$ cat src/rtl/mux6_arbiter.sv
// Round-robin arbiter granting one of six requesters ownership of the 6-input mux select path.
// Optional hold limit enabled with `define ARB_HOLD_LIMIT_EN (forced release after MAX_HOLD cycles).
module mux6_arbiter #(
    parameter int MAX_HOLD = 16
) (
    input  logic       CLK,
    input  logic       RST,
    input  logic [5:0] REQ,
    output logic [5:0] GNT,
    output logic [2:0] SELECT,
    output logic       VALID,
    output logic       TOUT
);

    localparam logic [0:0] IDLE  = 1'b0;
    localparam logic [0:0] GRANT = 1'b1;

    logic [0:0] state_r;
    logic [2:0] last_r;
    logic [5:0] gnt_r;
    logic [2:0] select_r;
    logic       valid_r;
    logic       tout_r;
    logic [2:0] pick_s;
    logic       limit_s;

    if (MAX_HOLD < 2 || MAX_HOLD > 255) begin : g_bad_max_hold
        $error("mux6_arbiter: MAX_HOLD must be in 2..255");
    end

    // First requester after the last owner, wrapping modulo 6; the last owner ranks lowest.
    function automatic logic [2:0] rr_pick(input logic [5:0] req, input logic [2:0] last);
        logic [2:0] pick;
        logic       found;
        logic [3:0] sum;
        logic [3:0] idx;
        pick  = 3'd0;
        found = 1'b0;
        for (int off = 1; off <= 6; off++) begin
            sum = {1'b0, last} + 4'(off);
            idx = (sum >= 4'd6) ? (sum - 4'd6) : sum;
            if (!found && req[idx[2:0]]) begin
                pick  = idx[2:0];
                found = 1'b1;
            end else begin
                pick  = pick;
                found = found;
            end
        end
        return pick;
    endfunction

    // Round-robin choice for the next arbitration slot.
    always_comb begin
        pick_s = rr_pick(REQ, last_r);
    end

`ifdef ARB_HOLD_LIMIT_EN
    localparam logic [7:0] HOLD_LAST = 8'(MAX_HOLD - 1);

    logic [7:0] hold_cnt_r;

    // Grant-length counter: cleared when a grant starts, counts every GRANT cycle.
    always_ff @(posedge CLK) begin
        if (RST) begin
            hold_cnt_r <= 8'd0;
        end else if (state_r == IDLE) begin
            hold_cnt_r <= 8'd0;
        end else begin
            hold_cnt_r <= hold_cnt_r + 8'd1;
        end
    end

    assign limit_s = (hold_cnt_r == HOLD_LAST);
`else
    assign limit_s = 1'b0;
`endif

    // Arbiter state and registered outputs; a release always passes through one IDLE cycle.
    always_ff @(posedge CLK) begin
        if (RST) begin
            state_r  <= IDLE;
            last_r   <= 3'd5;
            gnt_r    <= 6'd0;
            select_r <= 3'd0;
            valid_r  <= 1'b0;
            tout_r   <= 1'b0;
        end else begin
            case (state_r)
                IDLE: begin
                    tout_r <= 1'b0;
                    if (|REQ) begin
                        state_r  <= GRANT;
                        last_r   <= pick_s;
                        gnt_r    <= 6'd1 << pick_s;
                        select_r <= pick_s;
                        valid_r  <= 1'b1;
                    end else begin
                        state_r  <= IDLE;
                        gnt_r    <= 6'd0;
                        select_r <= 3'd0;
                        valid_r  <= 1'b0;
                    end
                end
                GRANT: begin
                    // last_r holds the current owner; a drop on the limit edge is a normal release.
                    if (!REQ[last_r] || limit_s) begin
                        state_r  <= IDLE;
                        gnt_r    <= 6'd0;
                        select_r <= 3'd0;
                        valid_r  <= 1'b0;
                        tout_r   <= REQ[last_r];
                    end else begin
                        state_r <= GRANT;
                        tout_r  <= 1'b0;
                    end
                end
                default: begin
                    state_r  <= IDLE;
                    gnt_r    <= 6'd0;
                    select_r <= 3'd0;
                    valid_r  <= 1'b0;
                    tout_r   <= 1'b0;
                end
            endcase
        end
    end

    assign GNT    = gnt_r;
    assign SELECT = select_r;
    assign VALID  = valid_r;
    assign TOUT   = tout_r;

endmodule
$ cat config.mk
export PLATFORM = sky130hd
export DESIGN_NAME = mux6_arbiter
export DESIGN_NICKNAME = d
export VERILOG_FILES = /design/src/rtl/mux6_arbiter.sv
export SDC_FILE = /design/constraint.sdc
export NUM_CORES = 1
export LEC_CHECK = 0
export CAP_MARGIN = 20
export CORE_UTILIZATION = 45
export CTS_CLUSTER_SIZE = 12
export DETAILED_ROUTE_END_ITERATION = 16
export PLACE_DENSITY = 0.75
export SETUP_SLACK_MARGIN = 0.3
export SYNTH_ARGS = -nofsm -noshare
export SYNTH_HDL_FRONTEND = slang
export SYNTH_SLANG_ARGS = --single-unit
$ cat constraint.sdc
create_clock -name CLK -period 3.3 [get_ports CLK]
set_clock_uncertainty 0.1 [all_clocks]
set_input_delay 0.99 -clock CLK [delete_from_list [all_inputs] [get_ports CLK]]
set_output_delay 0.99 -clock CLK [all_outputs]
set_load 0.05 [all_outputs]
Yosys cells after proc, flatten, opt, wreduce, memory -nomap -nowiden
Cells that the tools add are included.

storage, ports and cells
  flip-flop bits (word level) = 14
  latch bits = 0
  bits in writable memories = 0
  memory bits (read-only) = 0
  input bits = 8
  output and inout bits = 11
  logic and storage cells = 87
  memories kept = 0

operators by class
  add/subtract/negate cells = 12
  multiply operators = 0
  div/mod/pow operators = 0
  $lt $le $gt $ge = 13
  equality and inequality tests = 1
  shift-type cells = 1
  mux-type cells = 42
  bitwise operators = 1
  reductions and logical operators = 12

operators with widths
  operator                                                                             number
  3-bit two-way mux                                                                    14
  3-bit by 4-bit < comparator with 1-bit output, second input constant                 7
  4-bit by 3-bit greater-or-equal comparator with 1-bit output, second input constant  6
  1-bit binary-select mux with 3-bit select                                            7
  3-bit subtractor, second input constant                                              6
  1-bit two-way mux                                                                    15
  3-bit by 3-bit adder with 4-bit output, second input constant                        3
  6-bit two-way mux                                                                    2
  6-bit one-hot mux with 2 select lines                                                1
  3-bit by 2-bit adder with 4-bit output, second input constant                        2
  3-bit one-hot mux with 2 select lines                                                1
  6-bit OR reduction                                                                   1
  1-bit by 3-bit << shifter with 6-bit output, first input constant                    1
  1-bit logical AND                                                                    5
  1-bit zero test                                                                      5
  3-bit by 1-bit adder with 4-bit output, second input constant                        1
  1-bit one-hot mux with 2 select lines                                                2
  2-bit inequality test, second input constant                                         1
  2-bit AND reduction                                                                  1
  1-bit NOT                                                                            1

Longest topological paths before layout
Gate-level depths: netlist (run 1).

  depth in word-level cells = 24
  depth in mapped cells = 14
  gate-level depth less buffers = 11

Least setup slack after synthesis (run 1)
Ideal clock, no wire load.

  path type = reg-to-reg
  from = reg last_r[1]
  to = reg gnt_r[0] (netlist: GNT[0])
  library setup time = 0.069 ns
  data arrival time = 3.141 ns
  data required time = 3.131 ns
  path slack = -0.010 ns
  stages on the path, launching flop included = 12
  buffers on the path = 1
  clock period less this slack = 3.310 ns
  path through = dfxtp_1 -> clkbuf_1 -> inv_1 -> ha_1 -> a21o_1 -> or4_4 -> a21oi_4 -> nor2_1 -> a311oi_1 -> a221oi_2 -> or4_1 -> o21ai_1

on the way
  word-level cells in the longest chain between the ends = 24
  elaborated cells between the ends (all ways) = 63
  those cells by class = add/sub: 12; order compare: 6; eq/ne: 1; shift: 1; mux: 33; reduce/logical: 10

RTL lines
  what                                                                                              line  source
  start: declaration                                                                                19    logic [2:0] last_r;
  start signal: assignment                                                                          94    last_r <= pick_s;
  3-bit by 1-bit adder with 4-bit output                                                            40    sum = {1'b0, last} + 4'(off);
  4-bit by 3-bit greater-or-equal comparator with 1-bit output or 3-bit subtractor (tied branches)  41    idx = (sum >= 4'd6) ? (sum - 4'd6) : sum;
  3-bit two-way mux                                                                                 41
  1-bit binary-select mux with 3-bit select                                                         42    if (!found && req[idx[2:0]]) begin
  1-bit two-way mux (implied by the code)                                                           42
  1-bit two-way mux                                                                                 42
  1-bit zero test                                                                                   42
  1-bit logical AND                                                                                 42
  (+8 left out)                                                                                     --
  1-bit logical AND                                                                                 42
  1-bit two-way mux                                                                                 42
  1-bit zero test                                                                                   42
  1-bit logical AND                                                                                 42
  3-bit two-way mux                                                                                 42
  1-bit by 3-bit << shifter with 6-bit output                                                       95    gnt_r <= 6'd1 << pick_s;
  6-bit two-way mux                                                                                 92    if (|REQ) begin
  6-bit one-hot mux with 2 select lines                                                             89    case (state_r)
  end signal: assignment                                                                            95
  end: declaration                                                                                  20    logic [5:0] gnt_r;

Parallel ways exist; a longest one is shown, timed or not. The select of a mux whose other input is x is not followed.
A chain may end at the register's enable or synchronous reset.

Worst setup path in the final report (run 1)
  from = in REQ[0]
  to = reg gnt_r[4] (netlist: GNT[4])

on the way
  word-level cells in the longest chain between the ends = 21
  elaborated cells between the ends (all ways) = 40
  those cells by class = eq/ne: 1; shift: 1; mux: 27; reduce/logical: 11

RTL lines
  what                                         line  source
  start: declaration                           8     input logic [5:0] REQ,
  1-bit binary-select mux with 3-bit select    42
  1-bit two-way mux (implied by the code)      42
  1-bit two-way mux                            42
  1-bit zero test                              42
  1-bit logical AND                            42
  1-bit two-way mux                            42
  1-bit zero test                              42
  1-bit logical AND                            42
  (+5 left out)                                --
  1-bit logical AND                            42
  1-bit two-way mux                            42
  1-bit zero test                              42
  1-bit logical AND                            42
  3-bit two-way mux                            42
  1-bit by 3-bit << shifter with 6-bit output  95
  6-bit two-way mux                            92
  6-bit one-hot mux with 2 select lines        89

Parallel ways exist; a longest one is shown, timed or not. The select of a mux whose other input is x is not followed.

==> results of run 1 <==
## worst max-delay path, cell delays in order
cell       delay, ns
buf_8           0.10
buf_4           0.15
mux2i_4         0.17
nor3_1          0.07
a311o_1         0.41
buf_4           0.17
nor2_2          0.10
buf_4           0.16
nor2_2          0.06
a2111oi_4       0.28
a211oi_2        0.09
buf_4           0.16
nand4bb_1       0.19
a21oi_1         0.17
## worst max path at each step
| stage | startpoint | end | cells after the start |
|---|---|---|---|
| final | REQ[0] | GNT[4] | 14 |
| after global routing | last_r[1] | GNT[4] | 12 |
| after CTS | REQ[3] | GNT[1] | 10 |
| after detailed placement | REQ[0] | GNT[1] | 10 |
| after global placement | REQ[0] | GNT[1] | 10 |
| after floorplan | REQ[3] | GNT[1] | 9 |
## cell type report
type,count,area (sq um),share of cell area [%]
inverters,5,26.28,1.015
clock buffers,4,36.28,1.402
repair buffers,88,729.5,28.19
well taps,46,57.56,2.224
flip-flops and latches,14,289.0,11.17
multi-input cells,165,1449,56.00
## stage by stage
step	setup WS, ns	setup TNS (ns)
finish	0.1433	0
global route	0.06947	0
CTS	0.1347	0
detailed placement	-0.5619	-4.927
global placement	-0.4358	-4.119
floorplan	0.2148	0
## cells in the mapped netlist, types with 3 or more instances
library cell,n
nand2b_1,3
nor2_1,16
a211oi_1,3
and3_1,3
o22ai_1,3
dfxtp_1,14
xnor2_1,3
and2_1,3
o21ai_0,3
a31oi_1,4
mux2_2,4
a21oi_1,9
buf_6,3
nor3_1,11
nor2b_1,3
ha_1,9
nand3_1,5
nand2_1,18
inv_1,5
o21ai_1,4
clkbuf_1,4
mux2i_1,12
## cell families (layout without fill, tap and decap cells)
group,Yosys count,after routing,synth area share [%]
adder cells (fa/ha/maj),9,9,6.993
multiplexers,18,18,12.51
XOR/XNOR,6,6,4.197
other,1,1,0.2329
AND/OR/NAND/NOR,79,79,26.89
flip-flops,14,14,17.40
buffers and inverters,15,97,5.284
AO/OA/AOI/OAI,52,52,26.50
## repair_timing
action / 4_1_cts / 5_1_grt
hold buffers: 0 / 0
gates resized for setup: 45 / 38
buffers inserted: 11 / 19
pin swaps: 12 / 20
setup endpoints to repair: 12 / 12
## registers in the layout, indices dropped and copies added (netlist names)
register,flops
GNT,6
SELECT,3
VALID,1
last_r,3
state_r,1
## layer usage
metal,part of all wire (%),wire [microns],vias up,global-route usage [%]
li1,-,-,893,-
met1,42,2191,892,31.15
met2,50,2636,69,46.08
met3,4.3,223,22,2.899
met4,3.5,183,0,13.33
met5,0,0,-,0
## cells in the final DEF, fill, tap and decap left out, types with 4 or more instances in the layout
master,n
a21oi_1,8
a31oi_1,4
buf_4,68
clkdlybuf4s50_1,11
dfxtp_1,11
ha_1,4
mux2_2,4
mux2i_1,5
mux2i_2,5
nand2_1,17
nand3_1,5
nor2_1,13
nor3_1,9
==> impl_metrics.toml, run 1 <==
[floorplan]
dieArea_sq_um = 3822
die_h_microns = 61.82
initial_core_util_pct = 47.51
die_w_microns = 61.82
core-area_sq_um = 3390
fp-row-count = 21
io_pins = 19

[finish]
area_growth_pct = 60.68
nFillCells = 233
diodes = 0
layout.nets = 294
final_cell_area_sq_um = 2587
utilization_pct = 76.34
final_layout_size_suffix_gt1_share_pct = 50.36
stdcell_count = 322

[clock_network]
cts_max_path_buffers = 2
clk_pin_slew_worst_paths_ns = 0.08
cts_root_buf = "clkbuf_4"
clk_latency_ns = 0.28
cts_tree = "done"
numCtsBuffers = 3
htree_levels = 1
clkSinkCount = 14

[place]
dp_cells = 288
place_area_sq_um = 2085
gp_congestion = 0.9978
dp_hpwl_mm = 3.533
numPortBuffers = 17

[sta]
hold_viol = 0
min_period_ns = 3.157
worst_hold_slack_ns = 0.3638
relSlewSlack_pct = 65.74
period_share_pct = 95.66
worstMarginPinSlew_ns = 0.5115
fmax_mhz = 316.8
finalSetupViolations = 0
drv_slew = 0
rsz0062_at_grt = "yes"

[route]
drtAntennaViolNets = 0
dr.pass1.iters = 5
drt_iter0_drc = 150
wl_per_cell_microns = 16.26
drc_errors = 0
route.vias.total = 1876
wl_mm = 5.235
vias_per_cell = 5.826

[critical_path]
r2r-end = "GNT[4]"
arrival_ns = 3.27
cp-end-kind = "register"
critPathMaxFanout = 5
ff2ff_path_depth = 12
cp-start-kind = "input port"
regToRegSetupSlack_ns = 0.19
required_ns = 3.41
critical_path_class = "input port to register"
regToRegStartpoint = "last_r[1]"

[grt]
gr-usage-all-layers_pct = 26.08
grt_max_degree = 18
antenna_found_initial = 0
first_global_vias = 1670
grt.overflow.total = 0
grt_pass1_wl_mm = 7.362

[logic_synthesis]
syn_inst = 194
syn_area_sq_um = 1610
synth.distinct_cells = 66
synth_edf_count = 0
yosys-top-cells-area = "dfxtp_1 17%, mux2i_1 7.5%, ha_1 7.0%"
synth_top_area_share_pct = 17.40
synth_warnings = 0
syn-mean-instance-area_sq_um = 8.300
synth.yosys.seq_area_share_pct = 17.40
synth_top_flop_cell = "dfxtp_1"
synth_top_cell_by_area = "dfxtp_1"
synth-seq-cells = 14
syn-num-nets = 211
ys_async_sr_fraction_pct = 0

[hold_path]
min_from = "GNT[0]"
min_to = "GNT[0]"
hold_depth = 2
hold_path.class = "register to register"

[flow_run]
cap_viol_max_count = 0

[run_status]
outcome = "finished, final reports clean"
Power of run 1 is left out: the tool's default activity adds up to more than one toggle a clock period on the data nets, which glitch-free logic cannot reach.
==> inputs of run 2 (changes only) <==
--- a/config.mk
+++ b/config.mk
@@ -5,7 +5,7 @@
 export SDC_FILE = /design/constraint.sdc
 export NUM_CORES = 1
 export LEC_CHECK = 0
-export CAP_MARGIN = 20
+export CAP_MARGIN = 0
 export CORE_UTILIZATION = 45
 export CTS_CLUSTER_SIZE = 12
 export DETAILED_ROUTE_END_ITERATION = 16
==> results of run 2 <==
No change in the layout: final DEF, timing and power equal those of run 1.
Power of run 2 is left out for the same reason.
==> inputs of run 3 (changes only) <==
--- a/config.mk
+++ b/config.mk
@@ -5,7 +5,6 @@
 export SDC_FILE = /design/constraint.sdc
 export NUM_CORES = 1
 export LEC_CHECK = 0
-export CAP_MARGIN = 0
 export CORE_UTILIZATION = 45
 export CTS_CLUSTER_SIZE = 12
 export DETAILED_ROUTE_END_ITERATION = 16
==> results of run 3 <==
No change in the layout: final DEF, timing and power equal those of run 1.
Power of run 3 is left out for the same reason.
